$ cat config.mk
export PLATFORM = sky130hd
export DESIGN_NAME = utlb_translate
export DESIGN_NICKNAME = d
export VERILOG_FILES = /design/src/rtl/utlb_translate.sv
export SDC_FILE = /design/constraint.sdc
export NUM_CORES = 1
export LEC_CHECK = 0
export BUFFER_PORTS_ARGS = -buffer_cell sky130_fd_sc_hd__buf_2
export CAP_MARGIN = 20
export CORE_MARGIN = 2
export CORE_UTILIZATION = 50
export CTS_CLUSTER_DIAMETER = 30
export DETAILED_ROUTE_END_ITERATION = 12
export PLACE_DENSITY = 0.72
export SYNTH_ARGS = -nofsm -noshare
export SYNTH_HDL_FRONTEND = slang
export SYNTH_SLANG_ARGS = --single-unit
export TNS_END_PERCENT = 1
$ cat constraint.sdc
create_clock -name clk -period 3.2 [get_ports clk]
set_input_delay 0.32 -clock clk [delete_from_list [all_inputs] [get_ports clk]]
set_output_delay 0.32 -clock clk [all_outputs]
set_load 0.01 [all_outputs]
$ cat src/rtl/utlb_translate.sv
// Data-side micro-TLB: fully-associative even/odd page-pair array with a JTLB
// refill handshake on miss, returning physical address, cache attribute and exceptions.
module utlb_translate #(
    parameter int ENTRIES = 4,
    parameter int PTR_W   = 2
) (
    input  logic        clk,
    input  logic        rst,
    input  logic        req_valid,
    output logic        req_ready,
    input  logic [31:0] req_vaddr,
    input  logic        req_store,
    input  logic [7:0]  asid,
    input  logic        flush,
    output logic        resp_valid,
    output logic [31:0] resp_paddr,
    output logic        resp_uncached,
    output logic        resp_refill,
    output logic        resp_invalid,
    output logic        resp_modified,
    output logic        jtlb_req_valid,
    output logic [18:0] jtlb_vpn2,
    output logic [7:0]  jtlb_asid,
    input  logic        jtlb_resp_valid,
    input  logic        jtlb_hit,
    input  logic        jtlb_g,
    input  logic [19:0] jtlb_pfn0,
    input  logic [19:0] jtlb_pfn1,
    input  logic [2:0]  jtlb_c0,
    input  logic [2:0]  jtlb_c1,
    input  logic        jtlb_d0,
    input  logic        jtlb_d1,
    input  logic        jtlb_v0,
    input  logic        jtlb_v1
);

    typedef enum logic [1:0] {IDLE, JTLB_WAIT, RESP} state_t;

    typedef struct packed {
        logic [18:0] vpn2;
        logic [7:0]  asid;
        logic        g;
        logic [19:0] pfn0;
        logic [19:0] pfn1;
        logic [2:0]  c0;
        logic [2:0]  c1;
        logic        d0;
        logic        d1;
        logic        v0;
        logic        v1;
    } entry_t;

    state_t             state_q, state_d;
    logic [ENTRIES-1:0] valid_q, valid_d;
    entry_t             ent_q [ENTRIES];
    entry_t             ent_d [ENTRIES];
    logic [PTR_W-1:0]   ptr_q, ptr_d;
    logic [31:0]        vaddr_q, vaddr_d;
    logic               store_q, store_d;
    logic [7:0]         asid_q, asid_d;
    logic               flush_seen_q, flush_seen_d;
    logic               resp_valid_q, resp_valid_d;
    logic [31:0]        resp_paddr_q, resp_paddr_d;
    logic               resp_uncached_q, resp_uncached_d;
    logic               resp_refill_q, resp_refill_d;
    logic               resp_invalid_q, resp_invalid_d;
    logic               resp_modified_q, resp_modified_d;

    logic               hit_any;
    logic [PTR_W-1:0]   hit_idx;
    entry_t             hit_ent;

    // Packs {paddr, uncached, refill, invalid, modified}; refill > invalid > modified.
    function automatic logic [35:0] build_resp(
        input logic        found,
        input logic        v,
        input logic        d,
        input logic [2:0]  c,
        input logic [19:0] pfn,
        input logic        store,
        input logic [11:0] offs
    );
        if (!found)
            return {32'h0, 1'b0, 1'b1, 1'b0, 1'b0};
        if (!v)
            return {32'h0, 1'b0, 1'b0, 1'b1, 1'b0};
        if (store && !d)
            return {32'h0, 1'b0, 1'b0, 1'b0, 1'b1};
        return {pfn, offs, (c == 3'b010), 3'b000};
    endfunction

    // Descending scan so the lowest matching index is the one left standing.
    always_comb begin
        hit_any = 1'b0;
        hit_idx = '0;
        for (int i = ENTRIES - 1; i >= 0; i--) begin
            if (valid_q[i] && (ent_q[i].vpn2 == req_vaddr[31:13]) &&
                (ent_q[i].g || (ent_q[i].asid == asid))) begin
                hit_any = 1'b1;
                hit_idx = PTR_W'(i);
            end
        end
        hit_ent = ent_q[hit_idx];
    end

    assign req_ready = (state_q == IDLE) && !flush;

    always_comb begin
        state_d         = state_q;
        valid_d         = valid_q;
        ent_d           = ent_q;
        ptr_d           = ptr_q;
        vaddr_d         = vaddr_q;
        store_d         = store_q;
        asid_d          = asid_q;
        flush_seen_d    = flush_seen_q;
        resp_valid_d    = 1'b0;
        resp_paddr_d    = 32'h0;
        resp_uncached_d = 1'b0;
        resp_refill_d   = 1'b0;
        resp_invalid_d  = 1'b0;
        resp_modified_d = 1'b0;

        case (state_q)
            IDLE: begin
                if (req_valid && req_ready) begin
                    vaddr_d      = req_vaddr;
                    store_d      = req_store;
                    asid_d       = asid;
                    flush_seen_d = 1'b0;
                    if (hit_any) begin
                        {resp_paddr_d, resp_uncached_d, resp_refill_d,
                         resp_invalid_d, resp_modified_d} = build_resp(
                            1'b1,
                            req_vaddr[12] ? hit_ent.v1   : hit_ent.v0,
                            req_vaddr[12] ? hit_ent.d1   : hit_ent.d0,
                            req_vaddr[12] ? hit_ent.c1   : hit_ent.c0,
                            req_vaddr[12] ? hit_ent.pfn1 : hit_ent.pfn0,
                            req_store, req_vaddr[11:0]);
                        resp_valid_d = 1'b1;
                        state_d      = RESP;
                    end else begin
                        state_d = JTLB_WAIT;
                    end
                end
            end
            JTLB_WAIT: begin
                if (flush)
                    flush_seen_d = 1'b1;
                if (jtlb_resp_valid) begin
                    {resp_paddr_d, resp_uncached_d, resp_refill_d,
                     resp_invalid_d, resp_modified_d} = build_resp(
                        jtlb_hit,
                        vaddr_q[12] ? jtlb_v1   : jtlb_v0,
                        vaddr_q[12] ? jtlb_d1   : jtlb_d0,
                        vaddr_q[12] ? jtlb_c1   : jtlb_c0,
                        vaddr_q[12] ? jtlb_pfn1 : jtlb_pfn0,
                        store_q, vaddr_q[11:0]);
                    resp_valid_d = 1'b1;
                    state_d      = RESP;
                    // A flush anywhere in the miss window makes the refilled entry stale.
                    if (jtlb_hit && !flush_seen_q && !flush) begin
                        ent_d[ptr_q].vpn2 = vaddr_q[31:13];
                        ent_d[ptr_q].asid = asid_q;
                        ent_d[ptr_q].g    = jtlb_g;
                        ent_d[ptr_q].pfn0 = jtlb_pfn0;
                        ent_d[ptr_q].pfn1 = jtlb_pfn1;
                        ent_d[ptr_q].c0   = jtlb_c0;
                        ent_d[ptr_q].c1   = jtlb_c1;
                        ent_d[ptr_q].d0   = jtlb_d0;
                        ent_d[ptr_q].d1   = jtlb_d1;
                        ent_d[ptr_q].v0   = jtlb_v0;
                        ent_d[ptr_q].v1   = jtlb_v1;
                        valid_d[ptr_q]    = 1'b1;
                        ptr_d             = ptr_q + 1'b1;
                    end
                end
            end
            RESP: begin
                state_d = IDLE;
            end
            default: begin
                state_d = IDLE;
            end
        endcase

        if (flush)
            valid_d = '0;
    end

    always_ff @(posedge clk) begin
        if (rst) begin
            state_q         <= IDLE;
            valid_q         <= '0;
            ptr_q           <= '0;
            flush_seen_q    <= 1'b0;
            resp_valid_q    <= 1'b0;
            resp_paddr_q    <= 32'h0;
            resp_uncached_q <= 1'b0;
            resp_refill_q   <= 1'b0;
            resp_invalid_q  <= 1'b0;
            resp_modified_q <= 1'b0;
        end else begin
            state_q         <= state_d;
            valid_q         <= valid_d;
            ptr_q           <= ptr_d;
            flush_seen_q    <= flush_seen_d;
            resp_valid_q    <= resp_valid_d;
            resp_paddr_q    <= resp_paddr_d;
            resp_uncached_q <= resp_uncached_d;
            resp_refill_q   <= resp_refill_d;
            resp_invalid_q  <= resp_invalid_d;
            resp_modified_q <= resp_modified_d;
        end
        vaddr_q <= vaddr_d;
        store_q <= store_d;
        asid_q  <= asid_d;
        ent_q   <= ent_d;
    end

    assign jtlb_req_valid = (state_q == JTLB_WAIT);
    assign jtlb_vpn2      = jtlb_req_valid ? vaddr_q[31:13] : 19'h0;
    assign jtlb_asid      = jtlb_req_valid ? asid_q : 8'h0;
    assign resp_valid     = resp_valid_q;
    assign resp_paddr     = resp_paddr_q;
    assign resp_uncached  = resp_uncached_q;
    assign resp_refill    = resp_refill_q;
    assign resp_invalid   = resp_invalid_q;
    assign resp_modified  = resp_modified_q;

endmodule
==> flow_summary.yaml <==
cts:
  clock-sinks: 399
  htree_levels: 3
  ctsRootBufferMaster: "clkbuf_16"
  cts_buffers: 79
  clk_latency_ps: 570
  cts.clk_slew.worst_paths_ps: 40
  tritoncts: "yes"
  ctsLongestPathBuffers: 3
global_routing:
  first_global_vias: 11000
  grt-ovfl-total: 0
  antenna_found_initial: 1
  grt_max_degree: 61
  track_usage_pct: 23.9
  grt_pass1_wl_mm: 61.3
detailed_routing:
  wl_met1_mm: 16.9
  drt-initial-drc-count: 852
  met3WireLength_mm: 3.14
  wl_per_cell_um: 21.5
  drt_pass1_iterations: 5
  ant_nets: 0
  via_count: 10600
  drc: 0
  met2_length_mm: 19.5
  wl_mm: 40.3
  avgViaCountPerCell: 5.67
  top_layer: "met4"
timing:
  max_slew_margin_pct: 47.8
  skew_ps: 24.3
  tns_ps: -43.6
  period_share_pct: 101
  final.setup.worst_slack_ps: -43.6
  finalHoldViolCount: 0
  rsz0062_at_grt: "yes"
  fmax_ghz: 0.308
  setup_violations: 1
  min_period_ps: 3240
  worst_pin_slew_ps: 777
  drv_slew: 0
finish:
  nNetsFinal: 1506
  drive_above_1_share_pct: 32.2
  area_growth_pct: 35.4
  layout_commonest_cell: "edfxtp_1"
  final_cell_mix: "edfxtp_1, buf_2, xor2_1, clkbuf_16, a21oi_1"
floorplanning:
  die_w_um: 183
  core-area_mm2: 0.0316
  io_pins: 164
  start_util_pct: 50.7
  fp-row-count: 65
  fp.dieArea_mm2: 0.0335
  die_h_um: 183
place:
  placement.io_buffers: 163
  gp_congestion: 0.786
  pre_cts_slack_ps: -593
  hpwl_mm: 22.5
hold_path:
  worstHoldPathType: "input pin to flip-flop"
  hold_depth: 1
yosys:
  ys_warn_count: 0
  synth_ff_type: "edfxtp_1"
  synthSimpleGateAreaFrac_pct: 8.50
  synth_compound_area_share_pct: 7.86
  ys_seq_area_share_pct: 72.0
  syn_inst: 1065
  synth_fa_ha_area_share_pct: 0.313
  ys_ff_latch: 399
  synth_top_family_by_area: "simple AND/OR/NAND/NOR gates"
  synth_nets: 1167
  synth_mux_area_share_pct: 3.64
  synth_edf_count: 353
  async_flop_share_pct: 0
  synth.cell_area_mm2: 0.0160
  synth_cell_types: 54
  syn_area_per_cell_um2: 15.0
  synth-xor-area-share_pct: 5.96
run:
  cap_violations: 0
run_status:
  status: "complete, but fails checks"
  violations: "setup timing"
power:
  p_leak_nw: 7.83
  clockPowerShare_pct: 58.2
  power_density_mw_per_mm2: 687
  ir_worst_vdd_v: 0.000471
  pwr-share-comb_pct: 3.3
  seq_power_share_pct: 38.5
  power_mw: 14.9
  p_int_mw: 11.9
  power_switching_mw: 2.96
  swShare_pct: 19.9
worst_setup_path:
  cp_data_required_time_ps: 3630
  rr_worst_depth: 11
  crit_path_end_kind: "flip-flop"
  crit_type: "input pin to flip-flop"
  critPathArrivalTime_ps: 3680
  critPathMaxFanout: 4
  cp-start-kind: "input pin"
==> cell type report <==
class                      instances  area (um2)
tap                              402         503
sequential                       399       11500
clock inverter                    45         639
clock buffer                     100        2200
multi-input combinational        602        4410
inverter                           7        26.3
fill                            2032        9880
antenna                            1        2.50
timing repair buffer             315        2380
==> logic make-up after synthesis <==
| group | Yosys count |
|---|---|
| AOI/OAI and AO/OA | 201 |
| and+or+nand+nor | 242 |
| buffers and inverters | 64 |
| xor gates and xnor gates | 109 |
| muxes | 46 |
| DFF | 399 |
| adders and majority gates | 4 |
==> registers in the layout, summed over array words and instances (netlist names), 2 cells and up <==
signal and count:
state_q 2, asid_q 8, valid_q 4, resp_paddr 32
vaddr_q 32, ptr_q 2, ent_q 312
==> worst paths after layout <==
| check | from | end | slack, ps |
|---|---|---|---|
| worst min-delay path | req_vaddr[18] | vaddr_q[18] | 20 |
| worst max-delay path | req_vaddr[26] | resp_uncached | -40 |
| worst max register to register | ent_q[224] | resp_uncached | -10 |
| worst min register to register | valid_q[2] | valid_q[2] | 500 |
==> synthesized netlist by cell type, drive strengths merged (2+ instances only) <==
master	number	area (um2)
edfxtp	353	10600
xor2	86	753
a21oi	82	422
o21ai	81	405
nand3	69	345
dfxtp	46	921
mux2	40	510
nand2	39	146
and2	38	238
clkbuf	38	143
nor4	26	199
nand4	23	144
xnor2	23	201
a2111oi	20	275
buf	19	111
nor2	16	67.6
nor3	9	45.0
inv	7	26.3
mux2i	6	72.6
nor4b	5	43.8
ha	4	50.1
a211oi	3	32.5
a21o	3	22.5
nor3b	3	22.5
or4	3	30.0
a311oi	2	17.5
nand2b	2	12.5
nand3b	2	15.0
nor2b	2	12.5
o22ai	2	12.5
o41ai	2	17.5
or2	2	12.5
==> power groups by stage <==
stage | Clock (mW) | Sequential, mW | Combinational [mW]
finish | 8.67 | 5.74 | 0.492
global route | 9.01 | 5.74 | 0.527
CTS | 8.74 | 5.74 | 0.470
detailed placement | 0 | 5.83 | 0.390
global placement | 0 | 5.83 | 0.383
floorplan | 0 | 5.82 | 0.166
==> worst max-delay path, cell delays in order <==
cell           delay, ps
dlygate4sd3_1        530
buf_2                150
xor2_1               170
nor4_2               320
buf_4                170
nand3_2              100
buf_6                160
nor4_4               250
buf_4                200
buf_4                150
a21o_1               100
o22ai_1              100
mux2i_4              200
nand4_1              250
o41ai_4              490
==> layer usage <==
layer | vias to the layer above | GRT usage [%]
li1 | 4772 | -
met4 | 0 | 9.25
met5 | - | 0
met3 | 83 | 4.94
met2 | 529 | 38.4
met1 | 5232 | 32.4
==> stage by stage <==
stage | std cells | cell area [um2] | utilization [%] | hold slack [ps]
2_1_floorplan | 1065 | 16000 | - | 396
3_3_place_gp | 1649 | 17900 | 56.6 | 478
3_5_place_dp | 1649 | 17900 | 56.6 | 488
4_1_cts | 1866 | 21500 | 68.2 | 0.715
5_1_grt | 1870 | 21700 | 68.7 | 13.2
6_report | 1871 | 21700 | 68.7 | 20.2
==> what timing repair did <==
action | in CTS | in global routing
buffers inserted | 7 | 3
hold endpoints to repair | 209 | 0
cloned | 0 | 1
hold buffers | 65 | 0
gates resized for setup | 14 | 24
setup endpoints to repair | 35 | 26
pin swaps | 8 | 18
Power figures use the tool's default switching activity.
